==> config.mk <==
export PLATFORM = sky130hd
export DESIGN_NAME = vend_dispense_ctrl
export DESIGN_NICKNAME = d
export VERILOG_FILES = /design/src/rtl/vend_dispense_ctrl.sv
export SDC_FILE = /design/constraint.sdc
export NUM_CORES = 1
export LEC_CHECK = 0
export ABC_AREA = 1
export CORE_MARGIN = 2
export CORE_UTILIZATION = 40
export CTS_BUF_LIST = sky130_fd_sc_hd__clkbuf_4
export DETAILED_ROUTE_END_ITERATION = 6
export GPL_TIMING_DRIVEN = 0
export MAX_ROUTING_LAYER = met4
export PLACE_DENSITY = 0.68
export SLEW_MARGIN = 20
export SYNTH_ARGS = -nofsm -noshare
export SYNTH_HDL_FRONTEND = slang
export SYNTH_SLANG_ARGS = --single-unit
==> constraint.sdc <==
create_clock -name clk -period 1.9 [get_ports clk]
set_input_delay 0.38 -clock clk [delete_from_list [all_inputs] [get_ports clk]]
set_output_delay 0.38 -clock clk [all_outputs]
set_load 0.005 [all_outputs]
==> src/rtl/vend_dispense_ctrl.sv <==
// vend_dispense_ctrl: coin edge forwarding, motor timing and change payout sequencer
module vend_dispense_ctrl #(
  parameter int unsigned MOTOR_CYCLES = 8
) (
  input  logic       clk,
  input  logic       reset,
  input  logic       one_raw,
  input  logic       two_raw,
  input  logic       five_raw,
  input  logic       d,
  input  logic [2:0] r,
  input  logic       hopper_ack,
  output logic       one,
  output logic       two,
  output logic       five,
  output logic       motor,
  output logic       hopper_req,
  output logic       coin_reject,
  output logic       busy
);
  typedef enum logic [2:0] {IDLE, MOTOR, CHG_REQ, CHG_WAIT, DONE} state_t;
  localparam logic [7:0] M_LAST = 8'(MOTOR_CYCLES - 1);
  state_t     r_state;
  logic [2:0] r_cur, r_prev, r_pend;
  logic [7:0] r_cnt;
  logic [2:0] r_left;
  logic       r_armed;
  logic [2:0] w_edge, w_avail, w_pick;
  logic       w_idle, w_cap;
  // bit order in the coin vectors is {five, two, one}, so bit 2 wins priority
  always_comb begin
    w_edge  = r_cur & ~r_prev;
    w_idle  = r_state == IDLE;
    w_avail = r_pend | w_edge;
    w_pick  = w_avail[2] ? 3'b100 : w_avail[1] ? 3'b010 : w_avail[0] ? 3'b001 : 3'b000;
    w_cap   = w_idle && d && r_armed;
  end
  // edge capture, pending set, one-per-cycle forwarding and coin refusal
  always_ff @(posedge clk or negedge reset) begin
    if (!reset) begin
      r_cur       <= '0;
      r_prev      <= '0;
      r_pend      <= '0;
      {five, two, one} <= '0;
      coin_reject <= 1'b0;
    end else begin
      r_cur       <= {five_raw, two_raw, one_raw};
      r_prev      <= r_cur;
      coin_reject <= w_idle ? |(w_edge & r_pend) : |w_edge;
      {five, two, one} <= w_idle ? w_pick : 3'b000;
      if (w_idle) r_pend <= w_avail & ~w_pick;
    end
  end
  // vend sequencer: motor timing then one hopper handshake per change coin
  always_ff @(posedge clk or negedge reset) begin
    if (!reset) begin
      r_state    <= IDLE;
      r_cnt      <= '0;
      r_left     <= '0;
      r_armed    <= 1'b1;
      motor      <= 1'b0;
      hopper_req <= 1'b0;
      busy       <= 1'b0;
    end else begin
      if (w_cap) r_armed <= 1'b0;
      else if (!d) r_armed <= 1'b1;
      case (r_state)
        IDLE: if (w_cap) begin
          r_state <= MOTOR;
          r_left  <= (r > 3'd4) ? 3'd4 : r;
          r_cnt   <= M_LAST;
          motor   <= 1'b1;
          busy    <= 1'b1;
        end
        MOTOR: if (r_cnt == 8'd0) begin
          motor      <= 1'b0;
          r_state    <= (r_left != 3'd0) ? CHG_REQ : DONE;
          hopper_req <= r_left != 3'd0;
        end else r_cnt <= r_cnt - 8'd1;
        CHG_REQ: if (hopper_ack) begin
          r_left     <= r_left - 3'd1;
          hopper_req <= 1'b0;
          r_state    <= CHG_WAIT;
        end
        CHG_WAIT: if (!hopper_ack) begin
          r_state    <= (r_left != 3'd0) ? CHG_REQ : DONE;
          hopper_req <= r_left != 3'd0;
        end
        DONE: begin
          r_state <= IDLE;
          busy    <= 1'b0;
        end
        default: begin
          r_state    <= IDLE;
          motor      <= 1'b0;
          hopper_req <= 1'b0;
          busy       <= 1'b0;
        end
      endcase
    end
  end
endmodule

### After elaboration in Yosys (flattened, before gate mapping)

Cells that the tools add are included.

* flip-flop bits (word level): 31
* input bits: 10
* output and inout bits: 7
* word-level logic and storage cells: 82

* add/subtract/negate cells: 2
* order comparisons: 1
* equality and inequality tests: 10
* multiplexer cells: 28
* bitwise operators: 9
* reductions and logical operators: 18

Operators by type and width (number)
* 3-bit 2-to-1 mux: 10
* 8-bit 2-to-1 mux: 2
* 8-bit case mux with 2 select lines: 1
* 3-bit case mux with 4 select lines: 1
* 3-bit OR reduction: 4
* 3-bit AND: 3
* 1-bit 2-to-1 mux: 9
* 3-bit AND reduction: 3
* 8-bit zero test: 1
* 2-bit != test (second input constant): 4
* 4-bit AND reduction: 2
* 8-bit by 1-bit subtractor with 8-bit output (second input constant): 1
* 3-bit by 2-bit equality test with 1-bit output (second input constant): 2
* 3-bit NOT: 2
* 3-bit case mux with 2 select lines: 1
* 2-bit by 1-bit != test with 1-bit output (second input constant): 2
* 1-bit case mux with 4 select lines: 1
* 2-bit nonzero test: 2
* 3-bit by 1-bit equality test with 1-bit output (second input constant): 1
* 3-bit equality test (second input constant): 1
* 3-bit greater-than comparator (second input constant): 1
* 3-bit zero test: 1
* 1-bit NOT: 3
* 3-bit OR: 1
* 8 further kinds: 9

### Logic depth before layout (Yosys ltp)

* depth in word-level cells: 8
* mapped depth: 8
* depth with buffers taken out: 8

### Worst setup path before layout

Ideal clock, no wire load.

* path type: register to register
* start: register r_cnt[0]
* end: register r_cnt[6]
* library setup time: 0.118 ns
* arrival: 1.200 ns
* required time: 1.782 ns
* path slack: 0.583 ns
* stages on the path, launching flop included: 8
* path buffers: 0
* clock period less this slack: 1.317 ns
* cells stage by stage: dfrtp_1 -> inv_1 -> ha_1 -> nand2_1 -> o21ai_2 -> nand2_2 -> nand3_1 -> nand2_1

* cells in the longest elaborated chain, start to end: 3
* elaborated cells on any way between the ends: 6
* those cells by class: add/sub: 1; eq/ne: 1; mux: 2; reduce/logical: 2

Ends and longest elaborated chain
* start, declared: line 25 `logic [7:0] r_cnt;`
* start signal, assigned: line 79 `end else r_cnt <= r_cnt - 8'd1;`
* 8-bit by 1-bit subtractor with 8-bit output or 8-bit zero test (tied branches): line 79, 75
* 8-bit 2-to-1 mux or 2-bit != test (tied branches)
* 8-bit case mux with 2 select lines or 3-bit AND reduction (tied branches)

Parallel ways exist; a longest one is shown, timed or not. The select of a mux whose other input is x is not followed.
A chain may end at the register's enable or synchronous reset.

### Final worst setup path

* start: register motor
* end: output motor

RTL lines
* start, declared: line 16 `output logic motor,`
* start signal, assigned: line 61 `motor <= 1'b0;`
* start signal, assigned: line 72 `motor <= 1'b1;`
* start signal, assigned: line 76 `motor <= 1'b0;`

No word-level cell between the ends.

==> impl_results.md <==
* Maximum vdd ir drop at 0.0005865 V
* # diodes at 0
* Family with the most delay on the worst path: buffers and inverters
* Hpwl dp at 1842 um
* 1st-iter DRT viols at 64
* Remaining antenna violation count at 0
* Worst Path Max Fanout at 2
* First drt pass iteration count at 4
* Largest family of logic cells by synthesized area: simple AND/OR/NAND/NOR gates
* Sw frac at 45.22%
* Number of antenna violations at the first check in global routing at 0
* Number of max-cap violations at 0
* Synth Warn # at 0
* CP bufs+invs at 1
* Clk_lat worst skew at 0.33 ns
* Slowest CP cell: clkdlybuf4s50_1
* CTS Buf Count at 5
* Critical Path Stages at 1
* Crit Path Class: register to primary output
* Worst-Margin Slew at 0.6419 ns
* Total power at 0.002931 W
* Final setup fails at 0
* Synth Area in Adders at 3.328%
* Critical Path Source Type: register
* Crit share post-route at 82.68%
* Worst-path cell chain: clkdlybuf4s50_1
* Number of global-route vias before repair at 1071
* Buffer count from post-CTS setup fixing at 0
* Peak per-stage delay on the critical path at 0.50 ns
* Final core utilization at 48.79%
* Mux cell area share after synthesis at 0%
* Routability congestion estimate at 0.8224
* Share of cells above drive strength 1 at 14.57%
* Synth Cell Area at 1504 um2
* Simple-Gate Fraction of Synth Area at 29.45%
* Die X at 65.32 um
* Core area at 3633 um2
* Minimum clock period at 1.571 ns
* IO Count at 17
* Initial Utilization at 41.39%
* Clock slew at reported path FFs at 0.10 ns
* Synth area leader: dfrtp_1
* Worst Path Required at 1.52 ns
* Synth Area in XOR/XNOR at 2.912%
* DRT Wirelength at 2481 um
* Final hold viol count at 0
* Largest net degree at the start of global routing at 31
* Area grow syn2layout at 17.89%
* Compound-Gate Fraction of Synth Area at 8.819%
* Critical Path Sink Type: primary output
* Total grt overflow at 0
* Rel. slew slack at 57.21%
* Area contributors post-synth: dfrtp_1 48%, nand2_1 10%, inv_1 4.7%
* Unrepaired setup endpoints after global routing: no
* Die Area at 4266 um2
* Die height at 65.32 um
* Cts repair resizes at 0
* Fill cell count at 367
* Placed Cells at 239
* TritonCTS clock tree: built
* H-tree depth at 2
* Post-route DRC at 0
* Peak Freq at 636.6 MHz
* Hold Crit Class: primary input to asynchronous set/reset pin
* Post-Synthesis Cells at 175
* Max Root-Sink Buffers at 2
* P_sw at 0.001325 W
* LEAKAGE at 0.8460 nW
* Hold_buf cts at 0
* Reg power frac at 36.6%
* Root Buffer Master: clkbuf_4
* Clock tree sinks at 30
* PwrDens at 1653 nW/um2
* Worst hold slack at 0.07073 ns
* Avg Inst Size Synth at 8.594 um2
* Non-filler cells, final at 247
* Clock network fraction of total power at 12.1%
* Synth Register Bits at 30
* Vias at 1144
* Worst clock skew at 0.008937 ns
* Max-slew violations at 0
* Data arrival, critical path at 1.19 ns
* DR WL/cell at 10.04 um
* # rows at 22
* Int Pwr at 0.001605 W
* Synthesized Nets at 189
* Synth top area share at 48.25%
* DR vias/cell at 4.632
* Register area share after synthesis at 50.00%
* Combinational group share of total power at 51.4%
* First-pass GRT wire length at 4616 um
* Status: completed
* Synth unique cells at 24
* Global-route usage over all layers at 14.86%
* Reg2reg path depth at 7
* Total Nets Final at 212
* PortBufs at 16
synth_stat cells:
cell	n
dfstp_2	1
nand2_4	1
nor2_1	19
nor2_2	4
xor2_1	2
xnor2_1	3
o21a_1	2
nand2_2	3
dfrtp_1	29
nor3_1	1
nand3_1	12
nand4_1	2
nand3b_4	1
nand2_1	41
nor2_4	4
nand3_2	1
o21ai_2	2
o21ai_1	6
nor3_2	1
o21ai_0	4
ha_1	4
inv_1	19
inv_2	3
a21oi_1	10
through the flow:
stage | setup slack (ns) | instance area (um2) | setup TNS [ns]
global placement | -0.1393 | 1724 | -4.019
CTS | 0.3023 | 1773 | 0
floorplan | 0.5829 | 1504 | 0
global route | 0.1875 | 1773 | 0
detailed placement | 0.2897 | 1719 | 0
finish | 0.3291 | 1773 | 0
cells in the final DEF (no fill, tap or decap), drive strengths merged, types with 3 or more instances in the layout:
cell / netlist / final
nor2: 27 / 27
clkdlybuf4s50: 0 / 15
clkbuf: 0 / 5
o21ai: 12 / 12
inv: 22 / 22
nand3: 13 / 13
nand2: 45 / 45
xnor2: 3 / 3
ha: 4 / 4
dfrtp: 29 / 29
a21oi: 10 / 10
logic make-up after synthesis:
group / Yosys count
simple gates: 90
flops: 30
compound gates: 24
buf+inv: 22
xor+xnor: 5
fa+ha+maj: 4
final cells by class:
cell class	instances	area, um2	share of cell area (%)
clock buffer	5	37.54	2.117
tap	48	60.06	3.387
inverter	22	82.58	4.658
timing repair buffer	16	155.1	8.751
sequential	30	752.0	42.41
clock inverter	3	16.27	0.9174
multi-input combinational	123	669.4	37.76
routing by layer:
layer	track usage [%]	share of wire, %	vias to the layer above
li1	-	-	604
met1	18.80	49	514
met2	21.43	46	19
met3	4.623	3.9	7
met4	7.813	1.6	0
met5	-	0	-
power groups by stage:
stage          Clock (W)  Combinational, W  Sequential (W)
2_1_floorplan          0           0.00115         0.00106
3_3_place_gp           0           0.00150         0.00108
3_5_place_dp           0           0.00151         0.00108
4_1_cts         0.000376           0.00152         0.00107
5_1_grt         0.000410           0.00174         0.00111
6_report        0.000354           0.00151         0.00107
registers in the layout (all words and copies together) (netlist names), 2 cells and up:
name	flops
r_cnt	8
r_cur	3
r_left	3
r_pend	2
r_prev	3
r_state	3
path summary, 6_finish.rpt:
check / from / end / slack, ns
min reg2reg: r_cur[0] / r_prev[0] / 0.38
min in group clk: r_cur[0] / r_prev[0] / 0.38
min: reset / r_left[2] / 0.07
max in group asynchronous: reset / busy / 1.41
max: motor / motor / 0.33
max reg2reg: r_cnt[0] / r_cnt[6] / 0.39
Note: power is estimated with default switching activity, not from simulation.
